$ cat config.mk
export PLATFORM = sky130hd
export DESIGN_NAME = mips_mc_controller
export DESIGN_NICKNAME = d
export VERILOG_FILES = /design/src/rtl/mips_mc_pkg.sv /design/src/rtl/mips_mc_aludec.sv /design/src/rtl/mips_mc_controller.sv
export SDC_FILE = /design/constraint.sdc
export NUM_CORES = 1
export LEC_CHECK = 0
export ABC_AREA = 1
export BUFFER_PORTS_ARGS = -buffer_cell sky130_fd_sc_hd__buf_2
export CAP_MARGIN = 10
export CELL_PAD_IN_SITES_DETAIL_PLACEMENT = 1
export CELL_PAD_IN_SITES_GLOBAL_PLACEMENT = 1
export CORE_MARGIN = 1.5
export CORE_UTILIZATION = 27
export CTS_BUF_LIST = sky130_fd_sc_hd__clkbuf_8
export CTS_CLUSTER_DIAMETER = 200
export DETAILED_ROUTE_END_ITERATION = 8
export GPL_ROUTABILITY_DRIVEN = 0
export PLACE_DENSITY = 0.8
export SYNTH_ARGS = -nofsm -noshare
export SYNTH_HDL_FRONTEND = slang
export SYNTH_SLANG_ARGS = --single-unit
$ cat constraint.sdc
create_clock -name clk -period 1.1 [get_ports clk]
set_input_delay 0.055 -clock clk [delete_from_list [all_inputs] [get_ports clk]]
set_output_delay 0.055 -clock clk [all_outputs]
set_load 0.01 [all_outputs]
$ cat src/rtl/mips_mc_pkg.sv
// Shared encodings for the multicycle MIPS controller: opcodes, functs,
// FSM states, aluop and alucontrol codes.
package mips_mc_pkg;

  localparam logic [5:0] OP_RTYPE = 6'b000000;
  localparam logic [5:0] OP_LW    = 6'b100011;
  localparam logic [5:0] OP_SW    = 6'b101011;
  localparam logic [5:0] OP_BEQ   = 6'b000100;
  localparam logic [5:0] OP_ADDI  = 6'b001000;
  localparam logic [5:0] OP_J     = 6'b000010;

  localparam logic [5:0] FN_ADD = 6'b100000;
  localparam logic [5:0] FN_SUB = 6'b100010;
  localparam logic [5:0] FN_AND = 6'b100100;
  localparam logic [5:0] FN_OR  = 6'b100101;
  localparam logic [5:0] FN_SLT = 6'b101010;

  typedef enum logic [3:0] {
    S_FETCH   = 4'd0,
    S_DECODE  = 4'd1,
    S_MEMADR  = 4'd2,
    S_MEMRD   = 4'd3,
    S_MEMWB   = 4'd4,
    S_MEMWR   = 4'd5,
    S_RTYPEEX = 4'd6,
    S_RTYPEWB = 4'd7,
    S_BEQEX   = 4'd8,
    S_ADDIEX  = 4'd9,
    S_ADDIWB  = 4'd10,
    S_JEX     = 4'd11
  } state_t;

  localparam logic [1:0] ALUOP_ADD   = 2'b00;
  localparam logic [1:0] ALUOP_SUB   = 2'b01;
  localparam logic [1:0] ALUOP_FUNCT = 2'b10;

  localparam logic [2:0] ALU_AND = 3'b000;
  localparam logic [2:0] ALU_OR  = 3'b001;
  localparam logic [2:0] ALU_ADD = 3'b010;
  localparam logic [2:0] ALU_SUB = 3'b110;
  localparam logic [2:0] ALU_SLT = 3'b111;

endpackage

$ cat src/rtl/mips_mc_aludec.sv
// Combinational ALU decoder: maps the FSM's aluop and the R-type funct
// field onto the shared ALU's operation code.
module mips_mc_aludec
  import mips_mc_pkg::*;
(
  input  logic [1:0] aluop,
  input  logic [5:0] funct,
  output logic [2:0] alucontrol
);

  always_comb begin
    alucontrol = ALU_ADD;
    case (aluop)
      ALUOP_SUB: alucontrol = ALU_SUB;
      ALUOP_FUNCT: begin
        case (funct)
          FN_ADD:  alucontrol = ALU_ADD;
          FN_SUB:  alucontrol = ALU_SUB;
          FN_AND:  alucontrol = ALU_AND;
          FN_OR:   alucontrol = ALU_OR;
          FN_SLT:  alucontrol = ALU_SLT;
          default: alucontrol = ALU_ADD;
        endcase
      end
      default: alucontrol = ALU_ADD;
    endcase
  end

endmodule

$ cat src/rtl/mips_mc_controller.sv
// Multicycle MIPS control unit: Moore FSM sequencing the shared ALU, the
// unified memory port and the register file, one instruction at a time.
module mips_mc_controller
  import mips_mc_pkg::*;
#(
  parameter int STATE_W = 4
) (
  input  logic               clk,
  input  logic               reset,
  input  logic [5:0]         op,
  input  logic [5:0]         funct,
  input  logic               zero,
  output logic               iord,
  output logic               memwrite,
  output logic               irwrite,
  output logic               regdst,
  output logic               memtoreg,
  output logic               regwrite,
  output logic               alusrca,
  output logic [1:0]         alusrcb,
  output logic [1:0]         pcsrc,
  output logic               pcen,
  output logic [2:0]         alucontrol,
  output logic [STATE_W-1:0] state
);

  state_t     state_q;
  state_t     state_n;
  logic [3:0] cur;
  logic [1:0] aluop;
  logic       pcwrite;
  logic       branch;
  logic       memwrite_s;
  logic       irwrite_s;
  logic       regwrite_s;

  // While reset is high the outputs decode as FETCH, so an abandoned
  // instruction cannot leak any select values onto the datapath.
  assign cur   = reset ? S_FETCH : state_q;
  assign state = STATE_W'(cur);

  always_ff @(posedge clk) begin
    if (reset) state_q <= S_FETCH;
    else       state_q <= state_n;
  end

  always_comb begin
    state_n    = S_FETCH;
    iord       = 1'b0;
    memwrite_s = 1'b0;
    irwrite_s  = 1'b0;
    regdst     = 1'b0;
    memtoreg   = 1'b0;
    regwrite_s = 1'b0;
    alusrca    = 1'b0;
    alusrcb    = 2'b00;
    pcsrc      = 2'b00;
    aluop      = ALUOP_ADD;
    pcwrite    = 1'b0;
    branch     = 1'b0;
    case (cur)
      S_FETCH: begin
        irwrite_s = 1'b1;
        alusrcb   = 2'b01;
        pcwrite   = 1'b1;
        state_n   = S_DECODE;
      end
      S_DECODE: begin
        alusrcb = 2'b11;
        case (op)
          OP_LW, OP_SW: state_n = S_MEMADR;
          OP_RTYPE:     state_n = S_RTYPEEX;
          OP_BEQ:       state_n = S_BEQEX;
          OP_ADDI:      state_n = S_ADDIEX;
          OP_J:         state_n = S_JEX;
          default:      state_n = S_FETCH;
        endcase
      end
      S_MEMADR: begin
        alusrca = 1'b1;
        alusrcb = 2'b10;
        state_n = (op == OP_LW) ? S_MEMRD : S_MEMWR;
      end
      S_MEMRD: begin
        iord    = 1'b1;
        state_n = S_MEMWB;
      end
      S_MEMWB: begin
        regwrite_s = 1'b1;
        memtoreg   = 1'b1;
      end
      S_MEMWR: begin
        iord       = 1'b1;
        memwrite_s = 1'b1;
      end
      S_RTYPEEX: begin
        alusrca = 1'b1;
        aluop   = ALUOP_FUNCT;
        state_n = S_RTYPEWB;
      end
      S_RTYPEWB: begin
        regwrite_s = 1'b1;
        regdst     = 1'b1;
      end
      S_BEQEX: begin
        alusrca = 1'b1;
        aluop   = ALUOP_SUB;
        branch  = 1'b1;
        pcsrc   = 2'b01;
      end
      S_ADDIEX: begin
        alusrca = 1'b1;
        alusrcb = 2'b10;
        state_n = S_ADDIWB;
      end
      S_ADDIWB: regwrite_s = 1'b1;
      S_JEX: begin
        pcsrc   = 2'b10;
        pcwrite = 1'b1;
      end
      default: state_n = S_FETCH;
    endcase
  end

  assign irwrite  = irwrite_s & ~reset;
  assign memwrite = memwrite_s & ~reset;
  assign regwrite = regwrite_s & ~reset;
  assign pcen     = (pcwrite | (branch & zero)) & ~reset;

  mips_mc_aludec u_aludec (
    .aluop      (aluop),
    .funct      (funct),
    .alucontrol (alucontrol)
  );

endmodule
# Word level (Yosys, flattened, before mapping)
# Index checks and enable logic that the tools add are counted.
# word_totals
ff_bits,4
latch_bits,0
ram_bits,0
mem_bits_ro,0
in_bits,15
output_inout_bits,19
word_cells,56
n_memories,0
# classes
n_addsub,0
mul,0
div_mod_pow,0
magnitude_cmp,0
n_eq_ne,22
shift,0
n_mux,18
bitwise,7
n_reduce_logical,8
# ops
cell,count
$eq A6 B6 Y1 const B,6
$pmux W4 S6,1
$pmux W4 S5,1
$eq A4 B3 Y1 const B,4
$eq A4 B4 Y1 const B,4
$pmux W3 S4,1
$mux W1,9
$eq A4 B2 Y1 const B,2
$pmux W2 S2,2
$reduce_or A2 Y1,4
$eq A6 B2 Y1 const B,1
$eq A6 B3 Y1 const B,1
$eq A6 B4 Y1 const B,1
$logic_not A6 Y1,1
$pmux W2 S3,1
$pmux W3 S2,1
$and A1 B1 Y1,5
$eq A4 B1 Y1 const B,1
$logic_not A4 Y1,1
$mux W4,1
$reduce_or A4 Y1,1
$mux W3,1
$reduce_or A3 Y1,1
$eq A2 B1 Y1 const B,1
other kinds (3),3

# Logic depth before layout (Yosys ltp)
# Gate-level depths: netlist of run 1.
# logic_depth
ltp_word,6
ltp_mapped,10

# Modules after synthesis
# From an unflattened synthesis of run 1, not the netlist that was laid out.
# unflattened
hier_cells,128
area_unflattened_um2,719.4
# by_module_without_submodules
mod,instances,cells_per_inst,area_each_um2
mips_mc_controller,1,91,545.5
mips_mc_aludec,1,37,173.9

# Worst setup path after synthesis of run 1
# Ideal clock, no wire load.
# synth_path
path_type,register -> output
from,register state_q[3]
to,output alucontrol[2]
arrival_ns,1.472
t_required_ns,1.045
path_slack_ns,-0.427
path_stages_with_launch,8
cell_sequence,dfxtp_1 -> nand2_4 -> nor2_4 -> inv_2 -> nor2_2 -> inv_2 -> ha_1 -> a21boi_0
# synth_via
elab_chain_len,5
word_cells_on_any_way,7
classes_between,4 x eq/ne; 3 x mux
# synth_rtl
element,line_no,text
start: declaration,mips_mc_controller.sv:27,state_t state_q;
start signal: assignment,mips_mc_controller.sv:44,else state_q <= state_n;
$mux W4 *,mips_mc_controller.sv:39,assign cur = reset ? S_FETCH : state_q;
$eq A4 B4 Y1 / $eq A4 B3 Y1 (equally long branches),mips_mc_controller.sv:61,case (cur)
$pmux W2 S2 *,mips_mc_controller.sv:61,
$eq A2 B2 Y1 / $eq A2 B1 Y1 (equally long branches),mips_mc_aludec.sv:13,case (aluop)
$pmux W3 S2 *,mips_mc_aludec.sv:13,
end: declaration,mips_mc_controller.sv:23,"output logic [2:0] alucontrol,"
# Mark *: on every way between the ends. The rest lies on a longest branch, timed or not.

# Worst setup path in the final report of run 1
# layout_path
from,register state_q[1]
to,output alucontrol[0]
# Same word-level chain as after synthesis.

==> flow_metrics.tcl, run 1 <==
set metrics [dict create \
    status "complete, but fails checks" \
    violations "setup timing" \
    yosysMostFrequentCell "nand2_1" \
    hold_class "in2reg" \
    relSlewSlack_pct 81.6 \
    grt_max_degree 7 \
    worst-path-max-fanout 3 \
    synth.top_cell.area_share_pct 12.3 \
    portBuffers 33 \
    power_frac_clock_pct 47.6 \
    vias 1070 \
    rows 17 \
    antenna_left 0 \
    grt_overflow 0 \
    hold_path_end "state_q[3]$_SDFF_PP0_" \
    yosysWarnings 0 \
    setup_tns_ns -6.59 \
    worstPathRequired_ns 1.04 \
    hpwl_um 2020 \
    syn_area_um2 652 \
    die_w_um 52.1 \
    worst_pin_slew_ns 0.276 \
    seq_area_um2 95.1 \
    r2r_setup_slack_ns -0.28 \
    synth_nets 124 \
    drtIter0Drc 12 \
    io_pins 34 \
    yosys-top-cells-area "dfxtp_1, nand2_1, nor2_1" \
    reg.largest.list "state_q x4" \
    r2r-end "state_q[0]$_SDFF_PP0_" \
    syn_inst 106 \
    die_height_um 52.1 \
    p_per_area_nw_per_um2 504 \
    initial_utilization_pct 28.9 \
    regMostFlops "state_q" \
    path_class "reg2out" \
    grt_pass1_vias 1138 \
    cts_tree "done" \
    setup_violations 21 \
    min_from "op[3]" \
    met1_length_um 1600 \
    rsz0062_at_grt "yes" \
    nFillCells 274 \
    total_power_mw 0.739 \
    p_sw_mw 0.252 \
    area_growth_pct 125 \
    fin_ws_ns -0.715 \
    drv_slew 0 \
    largest_reg_flops 4 \
    multi_input_area_um2 627 \
    routed-wl-met2_um 2130 \
    final_hold_viol_count 0 \
    clock-sinks 4 \
    yosys-top-cells-count "nand2_1, nor2_1, inv_1, nand3_1, inv_2" \
    ir_worst_vdd_v 0.00111 \
    max_freq_mhz 551 \
    grt_usage_pct 28.6 \
    grt_first_pass_wirelength_um 5390 \
    viasPerCell 5.07 \
    avgSynthCellArea_um2 6.15 \
    hold_buffers 0 \
    post_drt_wl_per_cell_um 19.8 \
    post-route-util_pct 65.1 \
    highest_layer "met4" \
    synth_edf_count 0 \
    finish.net_count 202 \
    synthFlopType "dfxtp_1" \
    drive_above_1_share_pct 73.8 \
    worstRegToRegCells 8 \
    hold_path_depth 4 \
    core-area_um2 2250 \
    antenna_found_initial 0 \
    clk_latency_ns 0.23 \
    ctsHtreeMaxLevel 1 \
    post-route-min-period_ns 1.81 \
    root_buffer "clkbuf_8" \
    yosysSeqAreaShare_pct 12.3 \
    wl_um 4190 \
    ys_ff_latch 4 \
    detail_route.first_pass.iterations 4 \
    synth_cell_types 25 \
    async_flop_share_pct 0 \
    pwr-share-seq_pct 20.5 \
    p_comb_share_pct 31.9 \
    clkTransAtPathRegs_ns 0.04 \
    skew_ns 0.00480 \
    worstPathArrival_ns 1.76 \
    p_leak_nw 0.796 \
    cts_buffers 3 \
    finalCritPeriodShare_pct 165 \
    antennaDiodeCount 0 \
    r2r-start "state_q[0]$_SDFF_PP0_" \
    pre_cts_ws_ns -0.331 \
    wl_met3_um 164 \
    startpoint_type "flop" \
    drc_errors 0 \
    p_int_mw 0.487 \
    worstSetupEndpointType "output pin" \
    netSwitchingFraction_pct 34.1 \
    dieArea_um2 2720 \
    synth_top_area_cell "dfxtp_1" \
    cts_buffer_depth 2 \
    maxCapViolCount 0 \
]
## power by group through the flow
| stage | Sequential, mW | Clock (mW) | Combinational [mW] |
|---|---|---|---|
| finish | 0.152 | 0.352 | 0.236 |
| global route | 0.152 | 0.367 | 0.250 |
| CTS | 0.151 | 0.326 | 0.213 |
| detailed placement | 0.156 | 0 | 0.170 |
| global placement | 0.155 | 0 | 0.163 |
| floorplan | 0.155 | 0 | 0.0887 |
## area by class of cell
cell class	instances	share of cell area, %
multi-input cells	80	42.7
repair buffers	74	39.1
flip-flops and latches	4	6.48
inverters	21	6.22
clock buffers	3	2.81
well taps	28	2.39
clock inverters	1	0.256
## critical path, stage by stage (launching register included)
cell and delay, ns:
dfxtp_4 0.36, inv_4 0.05, nor2_4 0.13, nand2_4 0.08
nor2_4 0.14, ha_4 0.15, nand4_1 0.20, o22ai_2 0.23
buf_2 0.19
## how the worst max path moves through the flow
| stage | from | to | slack (ns) | cells after the start |
|---|---|---|---|---|
| global placement | state_q[2]$_SDFF_PP0_ | alucontrol[2] | -0.28 | 8 |
| floorplan | state_q[1]$_SDFF_PP0_ | alucontrol[2] | -0.23 | 7 |
| global route | state_q[1]$_SDFF_PP0_ | alucontrol[0] | -0.75 | 8 |
| finish | state_q[1]$_SDFF_PP0_ | alucontrol[0] | -0.71 | 8 |
| CTS | state_q[2]$_SDFF_PP0_ | alucontrol[2] | -0.51 | 8 |
| detailed placement | state_q[2]$_SDFF_PP0_ | alucontrol[2] | -0.33 | 8 |
## stage by stage
| step | hold slack, ns | cells | instance area, um2 |
|---|---|---|---|
| 4_1_cts | 0.143 | 209 | 1370 |
| 6_report | 0.154 | 211 | 1470 |
| 5_1_grt | 0.174 | 211 | 1470 |
| 3_3_place_gp | 0.351 | 190 | 1050 |
| 2_1_floorplan | 0.219 | 106 | 686 |
| 3_5_place_dp | 0.356 | 190 | 1050 |
## metal layers
layer  global-route usage [%]  vias to the layer above
li1                         -                      487
met1                     28.7                      508
met2                     53.0                       53
met3                     3.74                       22
met5                        0                        -
met4                     21.4                        0
## timing repair
item | in CTS | in global routing
pin swaps | 19 | 20
setup endpoints to repair | 20 | 22
resized for setup | 37 | 29
setup buffers | 17 | 12
## cells by family (layout without fill, tap and decap cells)
kind of cell | after synthesis | count (layout) | synth area share [%]
adder cells (fa/ha/maj) | 3 | 3 | 5.76
flip-flops | 4 | 4 | 12.3
buffers and inverters | 22 | 99 | 14.2
AO/OA/AOI/OAI | 9 | 9 | 11.9
AND/OR/NAND/NOR | 68 | 68 | 55.9
## placed cells by master (no fill, tap or decap), drive strengths merged
cell and n:
a21oi 1, ha 3, nand2 23, inv 22, o21ai 5, clkbuf 3, nand3 12, dfxtp 4
nand3b 2, nor3 1, buf 74, o22ai 1, a21boi 1, or2 1, o211ai 1, nor2 27
nand4 2
Power figures use the tool's default switching activity.
==> inputs of run 2 (changes only) <==
ABC_AREA = not set   (was 1)
ABC_CLOCK_PERIOD_IN_PS = 1100   (was not set)
CORE_UTILIZATION = 26   (was 27)
PLACE_DENSITY = 0.79   (was 0.8)
==> flow_metrics.tcl, run 2 <==
set metrics [dict create \
    status "complete, but fails checks" \
    violations "setup timing" \
    instances_no_fill 174 \
    grt_pass1_vias 967 \
    async_flop_share_pct 0 \
    pwr-share-seq_pct 21.2 \
    syn_area_um2 584 \
    p_per_area_nw_per_um2 552 \
    portBuffers 33 \
    cts_buffer_depth 2 \
    startpoint_type "flop" \
    synth-compound-area-share_pct 14.6 \
    final_hold_viol_count 0 \
    ctsHtreeMaxLevel 1 \
    vias 929 \
    root_buffer "clkbuf_8" \
    synth-adder-area-share_pct 6.42 \
    regMostFlops "state_q" \
    dp.cells 161 \
    grt_first_pass_wirelength_um 4710 \
    p_sw_mw 0.222 \
    die_w_um 50.4 \
    maxCapViolCount 0 \
    layout_commonest_cell "buf_2" \
    hold_class "in2reg" \
    synthXorXnorAreaFrac_pct 6.00 \
    synthFlopType "dfxtp_1" \
    clkTransAtPathRegs_ns 0.04 \
    hpwl_um 1760 \
    dieArea_um2 2540 \
    post-route-min-period_ns 1.98 \
    fin_ws_ns -0.879 \
    timing.hold.ws_ns 0.219 \
    drv_slew 0 \
    finish.net_count 167 \
    yosys.area_share.simple_pct 49.7 \
    max_freq_mhz 505 \
    placed_area_um2 981 \
    total_power_mw 0.715 \
    grt_max_degree 15 \
    viasPerCell 5.34 \
    p_comb_share_pct 31.9 \
    yosysSeqAreaShare_pct 13.7 \
    reg.largest.list "state_q x4" \
    die_height_um 50.4 \
    antenna_found_initial 0 \
    drc_errors 0 \
    p_int_mw 0.493 \
    grt_usage_pct 25.1 \
    core-area_um2 2040 \
    post-route-util_pct 63.4 \
    ir_worst_vdd_v 0.000466 \
    rows 16 \
    skew_ns 0.00163 \
    drive_above_1_share_pct 68.0 \
    syn_inst 86 \
    io_pins 34 \
    synth_cell_types 37 \
    r2r_setup_slack_ns -0.28 \
    ys_ff_latch 4 \
    worstSetupEndpointType "output pin" \
    synth_nets 104 \
    netSwitchingFraction_pct 31.1 \
    p_leak_nw 0.613 \
    grt_overflow 0 \
    relSlewSlack_pct 70.0 \
    cts_tree "done" \
    clk_latency_ns 0.22 \
    finalCritPeriodShare_pct 180 \
    largest_reg_flops 4 \
    setup_tns_ns -7.45 \
    synth_top_area_cell "dfxtp_1" \
    area_growth_pct 122 \
    synth_edf_count 0 \
    yosys-top-cells-area "dfxtp_1, ha_1, nor3_1" \
    drtIter0Drc 8 \
    detail_route.first_pass.iterations 4 \
    worst_pin_slew_ns 0.444 \
    stdcell_area_um2 1290 \
    post_drt_wl_per_cell_um 19.6 \
    wl_um 3410 \
    avgSynthCellArea_um2 6.79 \
    worstPathArrival_ns 1.92 \
    power_frac_clock_pct 46.9 \
    rsz0062_at_grt "yes" \
    pre_cts_ws_ns -0.568 \
    yosysWarnings 0 \
    synth_top_family_by_area "simple AND/OR/NAND/NOR gates" \
    path_class "reg2out" \
    initial_utilization_pct 28.6 \
    antenna_left 0 \
    antennaDiodeCount 0 \
    worstPathRequired_ns 1.04 \
    synth.area.mux_share_pct 1.71 \
    yosys-top-cells-count "nor2_1, nor3_1, inv_1, nand2_1, nand3_1" \
    setup_violations 20 \
    cts_buffers 3 \
    layout_common_cells "buf_2, buf_4, buf_6" \
    worst-path-max-fanout 3 \
    synth.top_cell.area_share_pct 13.7 \
    clock-sinks 4 \
]
-- run 2: cell count changes after synthesis, moves of 6 or more --
cell	before	now
nand2_1	18	5
nand3_1	12	5
inv_2	7	1
nor3_1	0	7
inv_1	12	6
nor2_1	17	7
-- run 2: what timing repair did --
action	CTS	global route
resized for setup	26	17
pin swaps	5	5
gates cloned	1	0
setup buffers	7	2
hold buffers	0	0
endpoints found under the setup margin	18	21
-- run 2: layout make-up --
class                           instances  area [um2]
Fill cell                             250         747
Multi-Input combinational cell         70         648
Timing Repair Buffer                   63         453
Sequential cell                         4        90.1
Clock buffer                            3        41.3
Tap cell                               27        33.8
Inverter                                7        28.8
-- run 2: routing by layer --
| layer | vias up | global-route usage, % | share of wire, % |
|---|---|---|---|
| met5 | - | 0 | 0 |
| met1 | 457 | 24.1 | 40 |
| met3 | 8 | 5.36 | 3.3 |
| met4 | 0 | 10.4 | 2.0 |
| li1 | 431 | - | - |
| met2 | 33 | 50.2 | 55 |
-- run 2: critical path, cell delays in order, from the launching register on --
cell      delay [ns]
dfxtp_4         0.36
nand2b_4        0.06
or4_4           0.59
ha_4            0.21
inv_4           0.06
nor4_4          0.05
a32o_2          0.24
buf_6           0.12
-- run 2: final timing paths --
check	startpoint	endpoint	depth (start not counted)
setup / recovery	state_q[3]$_SDFF_PP0_	alucontrol[0]	7
hold / removal	op[4]	state_q[0]$_SDFF_PP0_	4
setup reg to reg	state_q[1]$_SDFF_PP0_	state_q[1]$_SDFF_PP0_	7
hold reg to reg	state_q[0]$_SDFF_PP0_	state_q[0]$_SDFF_PP0_	2
-- run 2: power by group through the flow --
stage	Clock (mW)	Sequential, mW	Combinational (mW)
6_report	0.336	0.151	0.228
5_1_grt	0.349	0.151	0.241
4_1_cts	0.321	0.152	0.200
3_5_place_dp	0	0.155	0.180
3_3_place_gp	0	0.154	0.171
2_1_floorplan	0	0.156	0.0848
-- run 2: kinds of logic (layout without fill, tap and decap cells) --
group                      after synthesis  in the layout
and+or+nand+nor                         50             50
AOI/OAI and AO/OA                       12             12
buffers and inverters                   12             73
xor gates and xnor gates                 4              4
DFF                                      4              4
adders and majority gates                3              3
muxes                                    1              1
